===== src/rtl/tx_resp_arb.sv =====
// Response arbiter: serialises ALU results (two bytes, LSB first) and
// register read data (one byte) into single-byte TX FIFO writes.
module tx_resp_arb #(
    parameter int DATA_W = 8
) (
    input  logic                CLK,
    input  logic                RST,
    input  logic                alu_req,
    input  logic [2*DATA_W-1:0] alu_data,
    output logic                alu_gnt,
    input  logic                rd_req,
    input  logic [DATA_W-1:0]   rd_data,
    output logic                rd_gnt,
    input  logic                wfull,
    output logic [DATA_W-1:0]   TX_P_Data,
    output logic                TX_D_VLD,
    output logic                busy
);

    typedef enum logic [1:0] {
        IDLE   = 2'd0,
        ALU_LO = 2'd1,
        ALU_HI = 2'd2,
        RD_B   = 2'd3
    } state_e;

    state_e              state_q, state_d;
    logic [2*DATA_W-1:0] latch_q, latch_d;
    logic                last_alu_q, last_alu_d;
    logic                alu_gnt_q, alu_gnt_d;
    logic                rd_gnt_q, rd_gnt_d;
    logic [DATA_W-1:0]   data_q, data_d;
    logic                vld_q, vld_d;
    logic                busy_q, busy_d;

    logic grant_alu;
    logic grant_rd;
    logic issue;

    // Round-robin pick in IDLE: on a tie ALU wins unless it won last time.
    assign grant_alu = (state_q == IDLE) && alu_req &&
                       (!rd_req || !last_alu_q);
    assign grant_rd  = (state_q == IDLE) && rd_req && !grant_alu;

    // A byte may go out only with room in the FIFO and a gap after each write.
    assign issue = !wfull && !vld_q;

    // State and registered outputs.
    always_ff @(posedge CLK or negedge RST) begin
        if (!RST) begin
            state_q    <= IDLE;
            latch_q    <= '0;
            last_alu_q <= 1'b0;
            alu_gnt_q  <= 1'b0;
            rd_gnt_q   <= 1'b0;
            data_q     <= '0;
            vld_q      <= 1'b0;
            busy_q     <= 1'b0;
        end else begin
            state_q    <= state_d;
            latch_q    <= latch_d;
            last_alu_q <= last_alu_d;
            alu_gnt_q  <= alu_gnt_d;
            rd_gnt_q   <= rd_gnt_d;
            data_q     <= data_d;
            vld_q      <= vld_d;
            busy_q     <= busy_d;
        end
    end

    // Next state: grant from IDLE, advance a byte state on each issue.
    always_comb begin
        state_d = state_q;
        case (state_q)
            IDLE: begin
                if (grant_alu) begin
                    state_d = ALU_LO;
                end else if (grant_rd) begin
                    state_d = RD_B;
                end
            end
            ALU_LO: if (issue) state_d = ALU_HI;
            ALU_HI: if (issue) state_d = IDLE;
            RD_B:   if (issue) state_d = IDLE;
            default: state_d = IDLE;
        endcase
    end

    // Next values of the latch, pointer, grants and FIFO write outputs.
    always_comb begin
        latch_d    = latch_q;
        last_alu_d = last_alu_q;
        alu_gnt_d  = grant_alu;
        rd_gnt_d   = grant_rd;
        data_d     = data_q;
        vld_d      = 1'b0;
        busy_d     = (state_d != IDLE);
        if (grant_alu) begin
            latch_d    = alu_data;
            last_alu_d = 1'b1;
        end else if (grant_rd) begin
            latch_d    = {{DATA_W{1'b0}}, rd_data};
            last_alu_d = 1'b0;
        end
        if (issue) begin
            case (state_q)
                ALU_LO, RD_B: begin
                    vld_d  = 1'b1;
                    data_d = latch_q[DATA_W-1:0];
                end
                ALU_HI: begin
                    vld_d  = 1'b1;
                    data_d = latch_q[2*DATA_W-1:DATA_W];
                end
                default: begin
                    vld_d  = 1'b0;
                    data_d = data_q;
                end
            endcase
        end
    end

    assign alu_gnt   = alu_gnt_q;
    assign rd_gnt    = rd_gnt_q;
    assign TX_P_Data = data_q;
    assign TX_D_VLD  = vld_q;
    assign busy      = busy_q;

endmodule


===== config.mk =====
export PLATFORM = sky130hd
export DESIGN_NAME = tx_resp_arb
export DESIGN_NICKNAME = d
export VERILOG_FILES = /design/src/rtl/tx_resp_arb.sv
export SDC_FILE = /design/constraint.sdc
export NUM_CORES = 1
export LEC_CHECK = 0
export ABC_AREA = 0
export CAP_MARGIN = 30
export CORE_ASPECT_RATIO = 1.5
export CORE_MARGIN = 4
export CORE_UTILIZATION = 52
export CTS_BUF_LIST = sky130_fd_sc_hd__clkbuf_8
export DETAILED_ROUTE_END_ITERATION = 10
export PLACE_DENSITY_LB_ADDON = 0.25
export SLEW_MARGIN = 0
export SYNTH_ARGS = -nofsm -noshare
export SYNTH_HDL_FRONTEND = slang
export SYNTH_SLANG_ARGS = --single-unit

===== constraint.sdc =====
create_clock -name CLK -period 2.69 [get_ports CLK]
set_clock_uncertainty 0.05 [all_clocks]
set_input_delay 0.4035 -clock CLK [delete_from_list [all_inputs] [get_ports CLK]]
set_output_delay 0.4035 -clock CLK [all_outputs]
set_load 0.01 [all_outputs]

# --- Word level (Yosys, flattened, before mapping) ---
# Cells that the tools add are included.
word_totals:
  regBits: 31
  in_bits: 29
  out_inout_bits: 12
  wordCells: 42
op_classes:
  n_eq_ne: 3
  n_mux: 12
  n_reduce_logical: 19
op_table:
  columns: ["operator", "n"]
  rows:
  - ["two-way mux 16 bit", 2]
  - ["one-hot mux 8 bit (2 select lines)", 1]
  - ["two-way mux 2 bit", 4]
  - ["one-hot mux 2 bit (3 select lines)", 1]
  - ["nonzero test 2 bit", 3]
  - ["logical AND 1 bit", 5]
  - ["zero test 1 bit", 5]
  - ["== test 2 bit, second input constant", 2]
  - ["two-way mux 1 bit", 4]
  - ["OR reduction 2 bit", 2]
  - ["OR reduction 3 bit", 1]
  - ["== test 2 x 1 -> 1 bit, second input constant", 1]
  - ["zero test 2 bit", 1]
  - ["AND reduction 2 bit", 1]
  - ["logical OR 1 bit", 1]

# --- Depth between registers and ports, before layout ---
# Gate-level depths: netlist of run 1.
depth:
  word_depth: 9
  ltp_mapped: 6
  depth_no_buf: 4

# --- Least setup slack after synthesis of run 1 ---
# No wires, ideal clock.
synth_path:
  path_kind: "register -> register"
  start: "register state_q[0]"
  end: "register latch_q[6]"
  setup_ns: 0.136
  arrival_ns: 1.090
  t_required_ns: 2.504
  path_slack_ns: 1.414
  stages_incl_launch_ff: 6
  n_path_buf: 2
  period_less_slack_ns: 1.276
  path_cell_list: "dfrtp_1 or2_1 buf_6 buf_8 o21ai_2 o211ai_1"
synth_between:
  elab_chain_cells: 6
  elab_cells_between_ends: 8
  classes_between: "mux: 1; reduce/logical: 7"
synth_lines:
  columns: ["item", "line_no", "text"]
  rows:
  - ["from (decl)", "27", "state_e state_q, state_d;"]
  - ["from (signal assigned)", "60", "state_q <= state_d;"]
  - ["zero test 2 bit (*)", "41, 43", null]
  - ["logical AND 1 bit (2 in series)", "41", "assign grant_alu = (state_q == IDLE) && alu_req &&"]
  - ["zero test 1 bit", "43", "assign grant_rd = (state_q == IDLE) && rd_req && !grant_alu;"]
  - ["logical AND 1 bit", "43", null]
  - ["nonzero test 2 bit (no line)", null, null]
  - ["to (signal assigned)", "61", "latch_q <= latch_d;"]
  - ["to (decl)", "28", "logic [2*DATA_W-1:0] latch_q, latch_d;"]
# Mark *: on every way between the ends. The rest lies on a longest branch, timed or not.
# A chain may end at the register's enable or synchronous reset.

# --- Worst setup path in the final report of run 1 ---
layout_path:
  start: "register vld_q (netlist: TX_D_VLD)"
  end: "output port TX_D_VLD"
layout_rtl:
  columns: ["item", "line_no", "text"]
  rows:
  - ["from (decl)", "33", "logic vld_q, vld_d;"]
  - ["from (signal assigned)", "66", "vld_q <= vld_d;"]
  - ["to (decl)", "16", "output logic TX_D_VLD,"]
# No word-level cell between the ends.

==> results_dict.tcl, run 1 <==
set metrics [dict create \
    slew_viol_final 0 \
    tightest_slew_ns 0.581 \
    p_int_mw 1.32 \
    fp.dieW_microns 50.7 \
    p_comb_share_pct 40.2 \
    ant_nets 0 \
    wire_per_inst_microns 15.0 \
    place_area_sq_um 1810 \
    htreeDepth 2 \
    ys_seq_area_share_pct 54.7 \
    grt_start_max_net_pins 32 \
    finalInstanceArea_sq_um 1910 \
    arrival_ns 1.26 \
    groute.usage.overall_pct 18.4 \
    grt_pass1_vias 1096 \
    routed_via_density 5.67 \
    cpMaxStageDelayCell "clkdlybuf4s50_1" \
    pwr-share-clk_pct 19.3 \
    rows 22 \
    fin_ws_ns 0.974 \
    critPathBufInv 1 \
    tns_ns 0 \
    cts_tree "done" \
    ys_types 25 \
    p_total_mw 2.04 \
    postCtsHoldBufs 0 \
    clock.fmax_mhz 583 \
    antenna_found_initial 0 \
    area_delta_synth_final_pct 34.3 \
    final_common_cell "clkdlybuf4s50_1" \
    final.fill_count 195 \
    grt_pass1_wl_mm 4.97 \
    io_pins 41 \
    drc 0 \
    diodes 0 \
    worstSetupStartpointType "flip-flop" \
    cts_setup_buffers 0 \
    cts.path.max_buffers 2 \
    drt_first_iter_violations 24 \
    drt_pre_antenna_iters 4 \
    nets 192 \
    cp.required_ns 2.24 \
    peakVddDrop_v 0.000803 \
    final_hold_viol_count 0 \
    crit_type "reg -> out" \
    p_leak_nw 0.817 \
    via_count 1134 \
    period_minus_slack_ns 1.72 \
    netlist_instances 122 \
    cts_sinks 31 \
    wl_mm 3.00 \
    pre_cts_ws_ns 0.693 \
    p_sw_uw 721 \
    gp_congestion 0.821 \
    die-area_sq_um 3650 \
    floorplan.initialDensity_pct 56.0 \
    slew_headroom_pct 61.1 \
    worstHoldPathType "in -> async" \
    critPathMaxFanout 4 \
    cts-root-buf "clkbuf_8" \
    synth.avg_cell_area_sq_um 11.6 \
    outcome "finished, final reports clean" \
    grt_setup_unrepaired "no" \
    port_buffers 40 \
    detailed_place_hpwl_mm 2.19 \
    drive_gt1_share_pct 10.4 \
    pwr-share-seq_pct 40.5 \
    mostFrequentLayoutCells "clkdlybuf4s50_1 (40), dfrtp_1 (31), a21oi_1 (16)" \
    critical-path-top-delay-family "buffers and inverters" \
    drv_cap 0 \
    overflow 0 \
    coreArea_sq_um 2530 \
    crit_path_max_incr_delay_ns 0.57 \
    worstSetupEndpointType "output port" \
    synth_area_sq_um 1420 \
    synth_warnings 0 \
    path_cells "clkdlybuf4s50_1" \
    yosys_register_bits 31 \
    powerDensity_nw_per_um2 1070 \
    fin_crit_sh_pct 63.8 \
    cts_buffers 5 \
    syn-num-nets 151 \
    swShare_pct 35.3 \
    setup_viol 0 \
    clkLatencyLatePin_ns 0.28 \
    cts.repair.resized 0 \
    die_h_microns 72.0 \
    clk_pin_slew_worst_paths_ns 0.06 \
]
## cell families (layout without fill, tap and decap cells)
logic type,after synthesis,after routing,share of synthesized area (%)
AO/OA/AOI/OAI,53,53,25.5
buffers and inverters,17,59,7.32
flip-flops,31,31,54.7
multiplexers,9,9,6.35
AND/OR/NAND/NOR,12,12,6.17
## layout make-up
cell class / count / area (sq um) / area share [%]
multi-input cells: 74 / 539 / 28.3
clock buffers: 7 / 96.3 / 5.06
well taps: 36 / 45.0 / 2.36
inverters: 10 / 37.5 / 1.97
repair buffers: 41 / 408 / 21.4
flip-flops and latches: 31 / 776 / 40.7
clock inverters: 1 / 3.75 / 0.197
## metal layers
layer | global-route usage, % | wire, microns | share of wire (%)
met5 | 0 | 0 | 0
met1 | 21.3 | 1200 | 40
met3 | 7.60 | 208 | 6.9
met4 | 12.0 | 103 | 3.4
met2 | 27.8 | 1490 | 50
## flip-flops by register name, indices dropped and copies added (netlist names)
name / cells
alu_gnt: 1
last_alu_q: 1
rd_gnt: 1
state_q: 2
busy: 1
TX_D_VLD: 1
TX_P_Data: 8
latch_q: 16
## stage by stage
stage          cells  hold WS [ns]  util [%]
2_1_floorplan    122        0.0579         -
6_report         200         0.444      75.2
5_1_grt          200         0.471      75.2
3_5_place_dp     192         0.436      71.3
4_1_cts          200         0.454      75.2
3_3_place_gp     192         0.433      71.3
## power by group through the flow
stage | clock (mW) | sequential, mW | combinational (mW)
after floorplan | 0 | 0.825 | 0.568
after global placement | 0 | 0.824 | 0.791
after detailed placement | 0 | 0.835 | 0.814
after CTS | 0.403 | 0.827 | 0.827
after global routing | 0.423 | 0.857 | 0.903
final | 0.395 | 0.826 | 0.819
## cells in the mapped netlist
master / instances / area [sq um]
or2_1: 1 / 6.26
buf_6: 3 / 33.8
a21oi_1: 16 / 80.1
nor2_2: 1 / 6.26
o2111ai_1: 8 / 70.1
a21o_1: 1 / 7.51
a22oi_1: 1 / 7.51
o21ai_0: 8 / 40.0
buf_2: 2 / 10.0
and2b_1: 2 / 15.0
a22o_1: 8 / 70.1
o211ai_1: 8 / 60.1
nor3_2: 1 / 10.0
nand2_1: 2 / 7.51
nand3_4: 1 / 17.5
nor2_4: 1 / 11.3
nor2_1: 2 / 7.51
o21ai_2: 3 / 26.3
inv_2: 1 / 3.75
dfrtp_1: 31 / 776
mux2i_1: 9 / 90.1
buf_4: 1 / 7.51
inv_1: 9 / 33.8
buf_8: 1 / 15.0
nand2_2: 1 / 6.26
## final timing paths
kind / start / to / slack, ns / cells after the start
worst min-delay path: RST / TX_P_Data[7] / 0.44 / 2
worst max-delay path: TX_D_VLD / TX_D_VLD / 0.97 / 1
worst min register to register: latch_q[13] / latch_q[13] / 0.45 / 1
min in group CLK: latch_q[13] / latch_q[13] / 0.45 / 1
worst max register to register: state_q[0] / state_q[1] / 1.19 / 4
max in group asynchronous: RST / latch_q[10] / 1.86 / 2
(Power assumes the default switching activity.)
==> inputs of run 2 (changes only) <==
Settings changed: CORE_UTILIZATION 52 to 48.
Clock period 2.69 ns to 1.6 ns, I/O delays scaled along.
==> run 2 against run 1 <==
Via count up 2.8%. Critical path depth did not move. Utilization decreased by 4.1 points. Sequential power is 69% higher. Die area up 7.2%. Register-to-register slack worse by 1.0 ns. Flip-flop and latch count stayed put. Critical path type unchanged. Critical endpoint unchanged. Largest power group is now combinational logic.
==> results_dict.tcl, run 2 (synthesis results as in run 1) <==
set metrics [dict create \
    outcome "finished, final reports clean" \
    r2r_setup_slack_ns 0.14 \
    grt_pass1_wl_mm 5.71 \
    tightest_slew_ns 0.617 \
    cts_tree "done" \
    cpMaxStageDelayCell "clkdlybuf4s50_1" \
    htreeDepth 2 \
    gp_congestion 0.772 \
    critPathBufInv 1 \
    pre_cts_ws_ns -0.0951 \
    overflow 0 \
    cp.required_ns 1.31 \
    final_common_cell "clkdlybuf4s50_1" \
    final_util_pct 71.2 \
    arrival_ns 1.26 \
    area_delta_synth_final_pct 38.6 \
    crit_path_max_incr_delay_ns 0.57 \
    cts_buffers 5 \
    p_sw_mw 1.26 \
    clk_pin_slew_worst_paths_ns 0.07 \
    drt_pre_antenna_iters 4 \
    coreArea_sq_um 2760 \
    worstHoldPathType "in -> async" \
    clkLatencyLatePin_ns 0.28 \
    worstSetupStartpointType "flip-flop" \
    final_cells 209 \
    mostFrequentLayoutCells "clkdlybuf4s50_1 (40), dfrtp_1 (31), a21oi_1 (16)" \
    period_minus_slack_ns 1.55 \
    io_pins 41 \
    clock.fmax_mhz 645 \
    p_comb_share_pct 41.6 \
    groute.usage.overall_pct 19.9 \
    p_leak_nw 0.856 \
    fin_ws_ns 0.0494 \
    diodes 0 \
    antenna_found_initial 0 \
    setup_viol 0 \
    drt_first_iter_violations 28 \
    cts_setup_buffers 0 \
    p_int_mw 2.28 \
    drc 0 \
    peakVddDrop_v 0.00100 \
    wl_mm 3.35 \
    nets 200 \
    grt_setup_unrepaired "no" \
    drive_gt1_share_pct 15.1 \
    worstSetupEndpointType "output port" \
    powerDensity_nw_per_um2 1800 \
    critical-path-top-delay-family "buffers and inverters" \
    grt_pass1_vias 1197 \
    cts.path.max_buffers 2 \
    final_hold_viol_count 0 \
    ant_nets 0 \
    pwr-share-seq_pct 39.4 \
    swShare_pct 35.6 \
    port_buffers 40 \
    largest_reg_flops 16 \
    floorplan.initialDensity_pct 51.4 \
    slew_headroom_pct 58.7 \
    dp.cells 201 \
    rr_endpoint "latch_q[3]" \
    timing.rr.start "state_q[0]" \
    wire_per_inst_microns 16.0 \
    pwr-share-clk_pct 18.9 \
    routed_via_density 5.58 \
    largest_register "latch_q" \
    fin_crit_sh_pct 96.9 \
    detailed_place_hpwl_mm 2.49 \
    grt_start_max_net_pins 32 \
    die-area_sq_um 3910 \
    finalInstanceArea_sq_um 1970 \
    slew_viol_final 0 \
    fp.dieW_microns 52.4 \
    r2r_cells 3 \
    via_count 1166 \
    crit_start "TX_D_VLD" \
    die_h_microns 74.6 \
    critPathMaxFanout 4 \
    cts-root-buf "clkbuf_8" \
    path_cells "clkdlybuf4s50_1" \
    cts_sinks 31 \
    rows 23 \
    crit_type "reg -> out" \
    place_area_sq_um 1870 \
    drv_cap 0 \
]
-- run 2: changes by cell type in the layout (fill, tap and decap cells not counted) --
cell / before / now
buf_4: 1 / 9
o21ai_0: 8 / 7
o21ai_1: 0 / 1
or2_1: 1 / 0
or2_2: 0 / 1
-- run 2: power by group through the flow --
stage | sequential [mW] | clock (mW) | combinational, mW
floorplan | 1.39 | 0 | 0.954
global placement | 1.39 | 0 | 1.41
detailed placement | 1.41 | 0 | 1.48
CTS | 1.40 | 0.675 | 1.48
global route | 1.45 | 0.711 | 1.62
finish | 1.40 | 0.672 | 1.48
-- run 2: stage by stage --
| step | hold slack (ns) | TNS (ns) | total power [mW] |
|---|---|---|---|
| after floorplan | -0.106 | 0 | 2.34 |
| after global placement | 0.435 | 0 | 2.81 |
| after CTS | 0.304 | 0 | 3.56 |
| after detailed placement | 0.438 | -0.378 | 2.88 |
| after global routing | 0.329 | 0 | 3.79 |
| final | 0.290 | 0 | 3.55 |
-- run 2: how the worst max path moves through the flow --
stage                 endpoint  slack (ns)  depth (start not counted)
finish                TX_D_VLD        0.05                          1
global route          TX_D_VLD       0.005                          1
CTS                   TX_D_VLD        0.04                          1
detailed placement  latch_q[2]        -0.1                          4
global placement    latch_q[2]        0.04                          4
floorplan           latch_q[6]        0.32                          5
-- run 2: repair_timing --
item                                   in CTS  in global routing
hold buffers                                0                  0
setup endpoints to repair                   0                  3
endpoints found under the hold margin       0                  0
gates resized for setup                     0                  2
-- run 2: cell type report --
| class | count | area [sq um] |
|---|---|---|
| clock buffer | 7 | 96.3 |
| tap | 37 | 46.3 |
| sequential | 31 | 776 |
| clock inverter | 1 | 3.75 |
| multi-input combinational | 74 | 539 |
| timing repair buffer | 49 | 468 |
| inverter | 10 | 37.5 |
| fill | 221 | 796 |
-- run 2: layer usage --
metal	vias up	track usage (%)	share of wire, %
met4	0	8.81	2.5
met5	-	0	0
li1	550	-	-
met2	45	33.7	52
met1	562	23.8	39
met3	9	4.41	6.1
==> inputs of run 3 (changes only) <==
Settings changed: CORE_UTILIZATION 48 to 52, REMOVE_ABC_BUFFERS set to 1.
Clock period 1.6 ns to 1.93 ns, I/O delays scaled along.
==> run 3 against run 2 <==
Via count shrank 4.0%. Non-clock buffer count shrank 7. Largest power group unchanged. Die area shrank 6.7%. Total power shrank 19%. Sequential share of layout area grew 1.1 points. Sequential power shrank 18%. Cell area shrank 2.7%. Wire length shrank 3.2%. Cell count shrank 3.8%. Utilization grew 4.3 points.
==> results_dict.tcl, run 3 (synthesis results as in run 1) <==
set metrics [dict create \
    drc 0 \
    timing.rr.start "state_q[0]" \
    largest_register "latch_q" \
    worstSetupEndpointType "output port" \
    final_common_cell "clkdlybuf4s50_1" \
    drive_gt1_share_pct 10.9 \
    wl_mm 3.24 \
    port_buffers 40 \
    fin_ws_ns 0.348 \
    io_pins 41 \
    cts_tree "done" \
    grt_pass1_wl_mm 5.26 \
    final_hold_viol_count 0 \
    cts_buffers 5 \
    fin_crit_sh_pct 82.0 \
    crit_start "TX_D_VLD" \
    powerDensity_nw_per_um2 1510 \
    rr_endpoint "latch_q[0]" \
    grt_setup_unrepaired "no" \
    crit_path_max_incr_delay_ns 0.56 \
    critPathBufInv 1 \
    overflow 0 \
    pre_cts_ws_ns 0.109 \
    setup_viol 0 \
    path_cells "clkdlybuf4s50_1" \
    via_count 1119 \
    area_delta_synth_final_pct 34.8 \
    htreeDepth 2 \
    postCtsHoldBufs 0 \
    die_h_microns 72.0 \
    routed_via_density 5.57 \
    finalInstanceArea_sq_um 1910 \
    clkLatencyLatePin_ns 0.28 \
    final_util_pct 75.5 \
    fp.dieW_microns 50.7 \
    cts.repair.resized 0 \
    worstHoldPathType "in -> async" \
    nets 193 \
    cts_setup_buffers 0 \
    diodes 0 \
    wire_per_inst_microns 16.1 \
    floorplan.initialDensity_pct 56.0 \
    largest_reg_flops 16 \
    critical-path-top-delay-family "buffers and inverters" \
    tns_ns 0 \
    cp.required_ns 1.59 \
    peakVddDrop_v 0.000770 \
    r2r_setup_slack_ns 0.41 \
    mostFrequentLayoutCells "clkdlybuf4s50_1 (40), dfrtp_1 (31), a21oi_1 (16)" \
    crit_type "reg -> out" \
    detailed_place_hpwl_mm 2.29 \
    p_leak_nw 0.822 \
    antenna_found_initial 0 \
    setup.worst_path.end "TX_D_VLD" \
    final.fill_count 192 \
    crit_cells 1 \
    coreArea_sq_um 2530 \
    rows 22 \
    cts_sinks 31 \
    clock.fmax_mhz 632 \
    critPathMaxFanout 4 \
    groute.usage.overall_pct 19.4 \
    drt_pre_antenna_iters 4 \
    ant_nets 0 \
    place_area_sq_um 1810 \
    drt_first_iter_violations 8 \
    cts-root-buf "clkbuf_8" \
    arrival_ns 1.24 \
    clk_pin_slew_worst_paths_ns 0.06 \
    period_minus_slack_ns 1.58 \
    r2r_cells 3 \
    slew_viol_final 0 \
    grt_start_max_net_pins 32 \
    gp_congestion 0.764 \
    tightest_slew_ns 0.621 \
    outcome "finished, final reports clean" \
    drv_cap 0 \
    cts.path.max_buffers 2 \
    slew_headroom_pct 58.5 \
    cpMaxStageDelayCell "clkdlybuf4s50_1" \
    die-area_sq_um 3650 \
    worstSetupStartpointType "flip-flop" \
    grt_pass1_vias 1143 \
]
[run 3: changes by cell type in the layout (fill, tap and decap cells not counted)]
cell	previous run	this run
o21ai_0	7	8
or2_1	0	1
buf_4	9	2
or2_2	1	0
o21ai_1	1	0
[run 3: how the worst min path moves through the flow]
stage           startpoint           end  depth (start not counted)
3_3_place_gp   latch_q[14]   latch_q[14]                          1
4_1_cts                RST  TX_P_Data[6]                          2
3_5_place_dp    latch_q[9]    latch_q[9]                          1
2_1_floorplan          RST      TX_D_VLD                          0
5_1_grt                RST  TX_P_Data[6]                          2
6_report               RST  TX_P_Data[6]                          2
[run 3: power breakdown]
part,switching (mW),internal (mW)
clock network,0.234,0.320
registers,0.209,0.943
logic,0.597,0.579
[run 3: area by class of cell]
type / count / area (sq um) / share of cell area [%]
Sequential cell: 31 / 776 / 40.5
Clock buffer: 7 / 96.3 / 5.04
Clock inverter: 1 / 3.75 / 0.196
Tap cell: 36 / 45.0 / 2.35
Inverter: 10 / 37.5 / 1.96
Multi-Input combinational cell: 74 / 539 / 28.2
Timing Repair Buffer: 42 / 415 / 21.7
[run 3: metrics by stage]
step	power [mW]	cells	hold WS (ns)
global route	3.05	201	0.375
finish	2.88	201	0.347
floorplan	1.81	115	-0.0561
CTS	2.89	201	0.357
detailed placement	2.33	193	0.438
global placement	2.27	193	0.435
[run 3: per-layer routing]
metal	part of all wire (%)	track usage [%]	vias up
li1	-	-	537
met5	0	0	-
met1	43	22.7	534
met2	49	32.1	40
met4	2.1	8.98	0
met3	5.6	6.37	8
